--- config.mk ---
export PLATFORM = sky130hd
export DESIGN_NAME = dm_dump_engine_flat
export DESIGN_NICKNAME = d
export VERILOG_FILES = /design/src/rtl/dm_dump_engine_if.sv /design/src/rtl/dm_dump_engine.sv /design/src/flat_wrapper.sv
export SDC_FILE = /design/constraint.sdc
export NUM_CORES = 1
export LEC_CHECK = 0
export ABC_CLOCK_PERIOD_IN_PS = 2200
export CORE_AREA = 3 3 65 113
export DETAILED_ROUTE_END_ITERATION = 7
export DIE_AREA = 0 0 68 116
export PLACE_DENSITY = 0.83
export SYNTH_ARGS = -nofsm -noshare
export SYNTH_HDL_FRONTEND = slang
export SYNTH_SLANG_ARGS = --single-unit
--- constraint.sdc ---
create_clock -name clk -period 2.2 [get_ports clk]
set_clock_uncertainty 0.1 [all_clocks]
set_input_delay 0.33 -clock clk [delete_from_list [all_inputs] [get_ports clk]]
set_output_delay 0.33 -clock clk [all_outputs]
set_load 0.05 [all_outputs]
--- src/rtl/dm_dump_engine_if.sv ---
// dm_dump_engine_if: command, data-memory read port and output stream of the dump engine
interface dm_dump_if #(parameter int ADDR_W = 10, parameter int DATA_W = 32);
  logic              start;
  logic [ADDR_W-1:0] base_addr;
  logic [ADDR_W:0]   word_cnt;
  logic              busy;
  logic              done;
  logic              dm_rd_en;
  logic [ADDR_W-1:0] dm_addr;
  logic [DATA_W-1:0] dm_rdata;
  logic              out_valid;
  logic              out_ready;
  logic [DATA_W-1:0] out_data;
  logic              out_last;
  modport master (
    input  start, base_addr, word_cnt, dm_rdata, out_ready,
    output busy, done, dm_rd_en, dm_addr, out_valid, out_data, out_last
  );
  modport slave (
    output start, base_addr, word_cnt, dm_rdata, out_ready,
    input  busy, done, dm_rd_en, dm_addr, out_valid, out_data, out_last
  );
endinterface

--- src/rtl/dm_dump_engine.sv ---
// dm_dump_engine: streams a contiguous data-memory range over valid/ready.
// Define DM_DUMP_CHECKSUM_EN to append a modular-sum checksum word after the data.
module dm_dump_engine #(
  parameter int ADDR_W = 10,
  parameter int DATA_W = 32
) (
  input logic       clk,
  input logic       rst,
  dm_dump_if.master bus
);
  typedef enum logic [1:0] {IDLE, RD, WAIT, SEND} state_t;
  localparam logic [ADDR_W:0] ONE = 1;
  state_t            state, state_n;
  logic [ADDR_W-1:0] addr;
  logic [ADDR_W:0]   rem;
  logic [DATA_W-1:0] out_data;
  logic              out_valid, out_last, done, hs, last_hs, more, go;
  assign go   = state == IDLE && bus.start;
  assign hs   = state == SEND && out_valid && bus.out_ready;
  assign more = rem > ONE;
`ifdef DM_DUMP_CHECKSUM_EN
  logic [DATA_W-1:0] acc;
  // rem reaches zero once the last data word is accepted, so SEND with rem==0 is the checksum word
  assign last_hs = hs && rem == '0;
`else
  assign last_hs = hs && rem == ONE;
`endif
  assign bus.dm_rd_en  = state == RD || (hs && more);
  assign bus.dm_addr   = hs ? addr + ADDR_W'(1) : addr;
  assign bus.busy      = state != IDLE;
  assign bus.done      = done;
  assign bus.out_valid = out_valid;
  assign bus.out_data  = out_data;
  assign bus.out_last  = out_last;
  always_comb begin
    state_n = state;
    case (state)
      IDLE:    state_n = go && bus.word_cnt != '0 ? RD : IDLE;
      RD:      state_n = WAIT;
      WAIT:    state_n = SEND;
      SEND:    state_n = !hs ? SEND : more ? WAIT : last_hs ? IDLE : SEND;
      default: state_n = IDLE;
    endcase
  end
  always_ff @(posedge clk or posedge rst)
    if (rst) state <= IDLE;
    else     state <= state_n;
  always_ff @(posedge clk or posedge rst) begin
    if (rst) begin
      addr      <= '0;
      rem       <= '0;
      out_data  <= '0;
      out_valid <= 1'b0;
      out_last  <= 1'b0;
      done      <= 1'b0;
    end else begin
      done <= last_hs || (go && bus.word_cnt == '0);
      if (go) begin
        addr <= bus.base_addr;
        rem  <= bus.word_cnt;
      end
      if (state == WAIT) begin
        out_data  <= bus.dm_rdata;
        out_valid <= 1'b1;
`ifdef DM_DUMP_CHECKSUM_EN
        out_last  <= 1'b0;
`else
        out_last  <= rem == ONE;
`endif
      end
      if (hs) begin
        addr      <= bus.dm_addr;
        out_valid <= 1'b0;
        out_last  <= 1'b0;
        if (rem != '0) rem <= rem - ONE;
`ifdef DM_DUMP_CHECKSUM_EN
        if (rem == ONE) begin
          out_valid <= 1'b1;
          out_data  <= acc;
          out_last  <= 1'b1;
        end
`endif
      end
    end
  end
`ifdef DM_DUMP_CHECKSUM_EN
  always_ff @(posedge clk or posedge rst)
    if (rst)              acc <= '0;
    else if (go)          acc <= '0;
    else if (state == WAIT) acc <= acc + bus.dm_rdata;
`endif
endmodule
--- src/flat_wrapper.sv ---
// flat-port wrapper written by rule: the top's interface ports become plain ports
module dm_dump_engine_flat 
#(
  parameter int ADDR_W = 10,
  parameter int DATA_W = 32
)
  (clk, rst, bus_start, bus_base_addr, bus_word_cnt, bus_dm_rdata, bus_out_ready, bus_busy, bus_done, bus_dm_rd_en, bus_dm_addr, bus_out_valid, bus_out_data, bus_out_last);
  dm_dump_if #(.ADDR_W(ADDR_W), .DATA_W(DATA_W)) bus_i ();
  input logic clk;
  input logic rst;
  input wire logic [$bits(bus_i.start)-1:0] bus_start;
  input wire logic [$bits(bus_i.base_addr)-1:0] bus_base_addr;
  input wire logic [$bits(bus_i.word_cnt)-1:0] bus_word_cnt;
  input wire logic [$bits(bus_i.dm_rdata)-1:0] bus_dm_rdata;
  input wire logic [$bits(bus_i.out_ready)-1:0] bus_out_ready;
  output wire logic [$bits(bus_i.busy)-1:0] bus_busy;
  output wire logic [$bits(bus_i.done)-1:0] bus_done;
  output wire logic [$bits(bus_i.dm_rd_en)-1:0] bus_dm_rd_en;
  output wire logic [$bits(bus_i.dm_addr)-1:0] bus_dm_addr;
  output wire logic [$bits(bus_i.out_valid)-1:0] bus_out_valid;
  output wire logic [$bits(bus_i.out_data)-1:0] bus_out_data;
  output wire logic [$bits(bus_i.out_last)-1:0] bus_out_last;
  assign bus_i.start = bus_start;
  assign bus_i.base_addr = bus_base_addr;
  assign bus_i.word_cnt = bus_word_cnt;
  assign bus_i.dm_rdata = bus_dm_rdata;
  assign bus_i.out_ready = bus_out_ready;
  assign bus_busy = bus_i.busy;
  assign bus_done = bus_i.done;
  assign bus_dm_rd_en = bus_i.dm_rd_en;
  assign bus_dm_addr = bus_i.dm_addr;
  assign bus_out_valid = bus_i.out_valid;
  assign bus_out_data = bus_i.out_data;
  assign bus_out_last = bus_i.out_last;
  dm_dump_engine #(.ADDR_W(ADDR_W), .DATA_W(DATA_W)) u_core (.clk(clk), .rst(rst), .bus(bus_i));
endmodule
==> results of run 1 <==
==> cell families after synthesis <==
kind of cell    count (synthesis)
simple gates                   94
flops                          58
compound gates                 39
mux                            38
buf+inv                        23
xor+xnor                        8
fa+ha+maj                       4
==> final cells by class <==
cell class                      instances  area, sq um  area share
Tap cell                               82          103      0.0216
Inverter                                7         26.3     0.00554
Clock buffer                           11          243      0.0512
Sequential cell                        58         1460       0.308
Clock inverter                          5         30.0     0.00633
Multi-Input combinational cell        183         1470       0.309
Timing Repair Buffer                  136         1410       0.298
==> metrics by stage <==
stage / util / setup TNS (ns) / cell area, sq um
floorplan: - / 0 / 2970
global placement: 0.664 / -0.159 / 4340
detailed placement: 0.664 / -0.243 / 4340
CTS: 0.714 / 0 / 4670
global route: 0.725 / -0.0680 / 4740
finish: 0.725 / 0 / 4740
==> worst paths after layout <==
check / cells after the start / to / slack [ns]
worst max-delay path: 6 / bus_dm_rd_en / 0.03
worst min-delay path: 3 / u_core.bus.out_data[25] / 0.30
worst max register to register: 6 / u_core.rem[3] / 0.16
worst min register to register: 1 / u_core.bus.out_data[24] / 0.40
max in group asynchronous: 3 / u_core.rem[5] / 1.42
min in group clk: 1 / u_core.bus.out_data[24] / 0.40
==> registers in the layout (all words and copies together) (netlist names) <==
signal	flops
u_core.bus.out_last	1
u_core.state	2
u_core.rem	11
u_core.bus.out_valid	1
u_core.bus.out_data	32
u_core.addr	10
u_core.bus.done	1
==> layer usage <==
metal	up-vias	share of wire	wire, um
li1	1230	-	-
met1	1292	0.32	2650
met2	129	0.59	4870
met3	21	0.064	533
met4	0	0.026	214
met5	-	0	0
==> worst reg2reg max path, stage by stage (launching register included) <==
cell	delay, ns
dfrtp_2	0.45
nor4_4	0.41
buf_4	0.17
a41o_1	0.29
buf_4	0.19
nor3_2	0.05
nor4_1	0.28
==> cell usage in the layout, fill, tap and decap left out, types with 4 or more instances in the layout <==
cell type / netlist / layout
clkdlybuf4s50_1: 0 / 90
dfrtp_1: 58 / 49
mux2_2: 34 / 33
buf_4: 0 / 31
nor2_1: 22 / 22
nand2_1: 17 / 17
buf_12: 0 / 13
nor3_1: 13 / 12
clkbuf_16: 0 / 9
dfrtp_2: 0 / 9
nand3_1: 9 / 8
inv_1: 7 / 6
o21ai_0: 5 / 5
a21oi_1: 5 / 5
nand4_1: 4 / 4
xnor2_2: 0 / 4
mux2i_1: 4 / 4
o22ai_1: 4 / 4
==> what timing repair did <==
item	CTS	global route
pin swaps	3	7
setup endpoints to repair	7	6
gates cloned	0	0
gates resized for setup	11	10
setup buffers	3	5
==> power by group through the flow <==
stage / clock network [uW] / registers (uW) / logic, uW
floorplan: 0 / 2980 / 1490
global placement: 0 / 1950 / 4010
detailed placement: 0 / 1980 / 4080
CTS: 1260 / 1980 / 4140
global route: 1330 / 2070 / 4420
finish: 1230 / 2010 / 4210
==> reports/qor.yml, run 1 <==
port-buffer-count: 103
dr.pass1.iters: 4
fill_cells: 457
seq_area_frac_synth: 0.498
finalCritPeriodShare: 0.988
tightest_slew_ns: 0.537
period_needed_ns: 2.17
met1_usage: 0.221
synth_compound_area_frac: 0.100
switching_share: 0.446
cp-start-kind: "flop"
holdBufCountCts: 0
async_flop_share: 1.00
vdd_drop_max_uv: 956
synth-edff-count: 0
grtUsageMet2: 0.393
power_density_mw_per_mm2: 1570
drt-initial-drc-count: 169
reg2reg_from: "u_core.rem[5]"
dieArea_sq_mm: 0.00789
synth_top_area_cell: "dfrtp_1"
max-slew-margin-rel: 0.641
critPathLaunch: "u_core.rem[0]"
syn2layout_area_growth_pct: 62.8
synth_common_cells: "dfrtp_1 (58), mux2_2 (34), nor2_1 (22), nand2_1 (17), nor3_1 (13)"
htree_levels: 3
synthSimpleGateAreaFrac: 0.177
drive_above_1_share: 0.325
top_usage_layer: "met2"
critPathTopFamily: "simple AND/OR/NAND/NOR gates"
worst_path_most_repeated_cell: "nand3_1"
crit_fanout: 6
fp.dieW_um: 68
p_seq_frac: 0.270
intPower_uw: 4120
grt_max_degree: 59
crit_arrival_ns: 1.74
grt_pass1_vias: 2625
gr-total-overflow: 0
comb_power_share: 0.565
gr-usage-met3: 0.0514
grt_first_pass_wirelength_um: 12600
cts_root_buf: "clkbuf_16"
drc_errors: 0
synthMuxAreaShare: 0.145
syn_avg_cell_area_sq_um: 11.0
ys_warn_count: 0
critPathRequiredTime_ns: 1.77
hold_viol: 0
finalSetupViolations: 0
synth_cell_types: 50
yosysMostFrequentCell: "dfrtp_1"
syn_inst: 264
pwr-share-clk: 0.165
cts_tree: "built"
yosysTopAreaCellShare: 0.498
synth_adder_area_share: 0.0172
synth_xor_area_frac: 0.0241
syn_area_sq_mm: 0.00291
fin_cells: 482
clockBufferDepth: 2
vias: 2672
ys_ff_latch: 58
clock-sinks: 58
worst_setup_path_end_kind: "output pin"
netlist_top_cells_area: "dfrtp_1 (50%), mux2_2 (13%), nor2_1 (2.8%)"
synthesis.nets: 325
routabilityCongestion: 0.888
rsz0062_at_grt: "yes"
fin_hold_ws_ns: 0.300
power_uw: 7450
placed_cells: 458
synth_top_family_by_area: "simple AND/OR/NAND/NOR gates"
dieHeight_um: 116
worst_slack_ns: 0.0270
cts_buffers: 9
worst_path_max_delay_cell: "dfrtp_1"
clk_latency_ns: 0.32
rows: 39
hp-class: "input port to asynchronous set/reset pin"
initial_core_util: 0.445
ios: 104
pre_cts_slack_ns: -0.0714
fmax_mhz: 460
viasPerCell: 5.54
core-area_sq_mm: 0.00654
cp_num_buf_inv: 2
status: "complete, no violations"
nets: 456
slowest_delay_ns: 0.45
final-max-slew-violation-count: 0
dp_hpwl_um: 5930
synth_ff_type: "dfrtp_1"
p_leak_uw: 0.00194
clk_pin_slew_ns: 0.05
diodes: 0
maxCapViolCount: 0
ant_nets: 0
crit_chain: "nor4_2 -> buf_4 -> nand3_1 -> nand3_1 -> a21boi_2 -> buf_12"
drt-total-wl_um: 8270
path_class: "flop to output pin"
antenna_found_initial: 0
routedWlPerCell_um: 17.2
grt.total_usage: 0.215
p_sw_uw: 3320
No activity file was read; power rests on OpenSTA's default activity.
==> run 2: changes to the inputs <==
--- a/config.mk
+++ b/config.mk
@@ -10,6 +10,7 @@
 export DETAILED_ROUTE_END_ITERATION = 7
 export DIE_AREA = 0 0 68 116
 export PLACE_DENSITY = 0.83
+export SKIP_LAST_GASP = 1
 export SYNTH_ARGS = -nofsm -noshare
 export SYNTH_HDL_FRONTEND = slang
 export SYNTH_SLANG_ARGS = --single-unit
==> constraint.sdc (replaced) <==
create_clock -name clk -period 2.2 [get_ports clk]
set_clock_uncertainty 0.1 [all_clocks]
set_input_delay 0.33 -clock clk [delete_from_list [all_inputs] [get_ports clk]]
set_output_delay 0.33 -clock clk [all_outputs]
set_load 0.1 [all_outputs]
==> run 2 against run 1 <==
Effect of this change: the run now ends with setup timing left; maximum frequency fell by 3.9%; sequential cell count did not move; hold slack got worse by 0.034 ns; first-iteration DRC count fell by 22%; cell area rose by 5.4%; sequential share of layout area fell by 1.6 points; global-route usage rose by 2.0 points; clock-buffer cell count fell by 2; die area did not move; largest cell class unchanged; non-clock buffer count rose by 12; cell count rose by 2.5%; wire length rose by 8.1%.
==> reports/qor.yml, run 2 (synthesis gave the netlist of run 1 again) <==
worst_setup_path_end_kind: "output pin"
rrSetupSlack_ns: 0.10  # -0.06 ns
core-area_sq_mm: 0.00654  # unchanged
rows: 39  # unchanged
dieHeight_um: 116  # unchanged
largest_register_ff_count: 32  # unchanged
grt.total_usage: 0.235  # +0.0199
regArea_sq_mm: 0.00146  # about the same
routedWlPerCell_um: 18.1  # +5.5%
dp_hpwl_um: 6060  # +2.2%
crit_fanout: 3  # -3
pre_cts_slack_ns: -0.172  # -0.100 ns
finalCritPeriodShare: 1.03  # +0.0402
gr-total-overflow: 0  # unchanged
drt-total-wl_um: 8940  # +8.1%
cts_tree: "built"
maxCapViolCount: 0  # unchanged
htree_levels: 3  # unchanged
cts_root_buf: "clkbuf_16"
dr.pass1.iters: 4  # unchanged
final_cell_mix: "buf_4 (76), clkdlybuf4s50_1 (55), dfrtp_1 (50), mux2_2 (33), nor2_1 (21)"
port-buffer-count: 103  # unchanged
finalSetupViolations: 2  # +2
grt_max_degree: 35  # -41%
vias: 2753  # +3.0%
drive_above_1_share: 0.461  # +0.136
cp-start-kind: "flop"
grt_pass1_vias: 2901  # +11%
hp-class: "input port to asynchronous set/reset pin"
antenna_found_initial: 0  # unchanged
final-max-slew-violation-count: 0  # unchanged
viasPerCell: 5.57  # +0.53%
diodes: 0  # unchanged
rsz0062_at_grt: "yes"
period_needed_ns: 2.26  # +0.0885 ns
clk_pin_slew_ns: 0.05  # about the same
drt-initial-drc-count: 132  # -22%
largest-register: "u_core.bus.out_data"
ios: 104  # unchanged
reg_top3: "u_core.bus.out_data (32), u_core.rem (11), u_core.addr (10)"
reg2reg_to: "u_core.rem[3]"
reg2reg_from: "u_core.rem[5]"
hold_viol: 0  # unchanged
rr_worst_depth: 7  # +1
crit_arrival_ns: 1.83  # +0.09 ns
final_common_cell: "buf_4"
fill_cells: 373  # -18%
fp.dieW_um: 68  # unchanged
syn2layout_area_growth_pct: 71.7
status: "complete, but fails checks"
tightest_slew_ns: 0.525  # -0.0112 ns
clk_latency_ns: 0.33  # about the same
nets: 468  # +2.6%
grt_first_pass_wirelength_um: 13800  # +9.1%
worst_slack_ns: -0.0616  # -0.0885 ns
routabilityCongestion: 0.890  # +0.28%
fmax_mhz: 442  # -3.9%
clockBufferDepth: 2  # unchanged
drc_errors: 0  # unchanged
cts_buffers: 9  # unchanged
ant_nets: 0  # unchanged
initial_core_util: 0.445  # unchanged
multi_input_area_sq_mm: 0.00163  # +11%
max-slew-margin-rel: 0.649  # +0.00810
path_class: "flop to output pin"
critPathRequiredTime_ns: 1.77  # about the same
dieArea_sq_mm: 0.00789  # unchanged
holdBufCountCts: 0  # unchanged
violations: "setup timing"
clock-sinks: 58  # unchanged
## run 2: critical path, stage by stage, from the launching register on
cell and delay (ns):
dfrtp_1 0.42, buf_6 0.14, buf_4 0.11, and2_4 0.15
nand2_2 0.08, or3_4 0.35, nand2_4 0.07, buf_12 0.17
## run 2: worst max path at each step
stage	startpoint	endpoint	slack, ns
after floorplan	u_core.bus.out_valid	bus_dm_addr[6]	-0.22
after detailed placement	bus_out_ready	bus_dm_addr[8]	-0.17
final	u_core.addr[0]	bus_dm_addr[3]	-0.06
after global placement	bus_out_ready	bus_dm_addr[8]	-0.11
after global routing	u_core.addr[0]	bus_dm_addr[8]	-0.1
after CTS	u_core.addr[1]	bus_dm_addr[8]	-0.04
## run 2: metrics by stage
step,util,std cells,hold WS [ns],cell area [sq um],setup TNS [ns]
6_report,0.765,494,0.266,5000,-0.0986
4_1_cts,0.756,490,0.282,4940,-0.0392
3_5_place_dp,0.682,464,0.397,4460,-0.940
5_1_grt,0.765,494,0.309,5000,-0.241
2_1_floorplan,-,264,0.353,3120,-1.10
3_3_place_gp,0.682,464,0.390,4460,-0.483
## run 2: final cells by class
cell class,count,area share
timing repair buffer,148,0.288
sequential,58,0.292
clock inverter,7,0.0233
multi-input combinational,183,0.325
clock buffer,9,0.0450
inverter,7,0.00525
tap,82,0.0205
## run 2: per-layer routing
layer	global-route usage	vias to the layer above	wire length (um)
met2	0.413	114	4950
li1	-	1256	-
met1	0.242	1354	3210
met5	0	-	0
met4	0.134	0	301
met3	0.0611	29	482
## run 2: repair_timing
| item | CTS | global route |
|---|---|---|
| pin swaps | 5 | 4 |
| buffers inserted | 10 | 4 |
| gates resized for setup | 18 | 9 |
| endpoints found under the setup margin | 10 | 7 |
Power of run 2 is not shown: default switching activity piles up to over one toggle a cycle in this logic, so the estimate is an artifact.
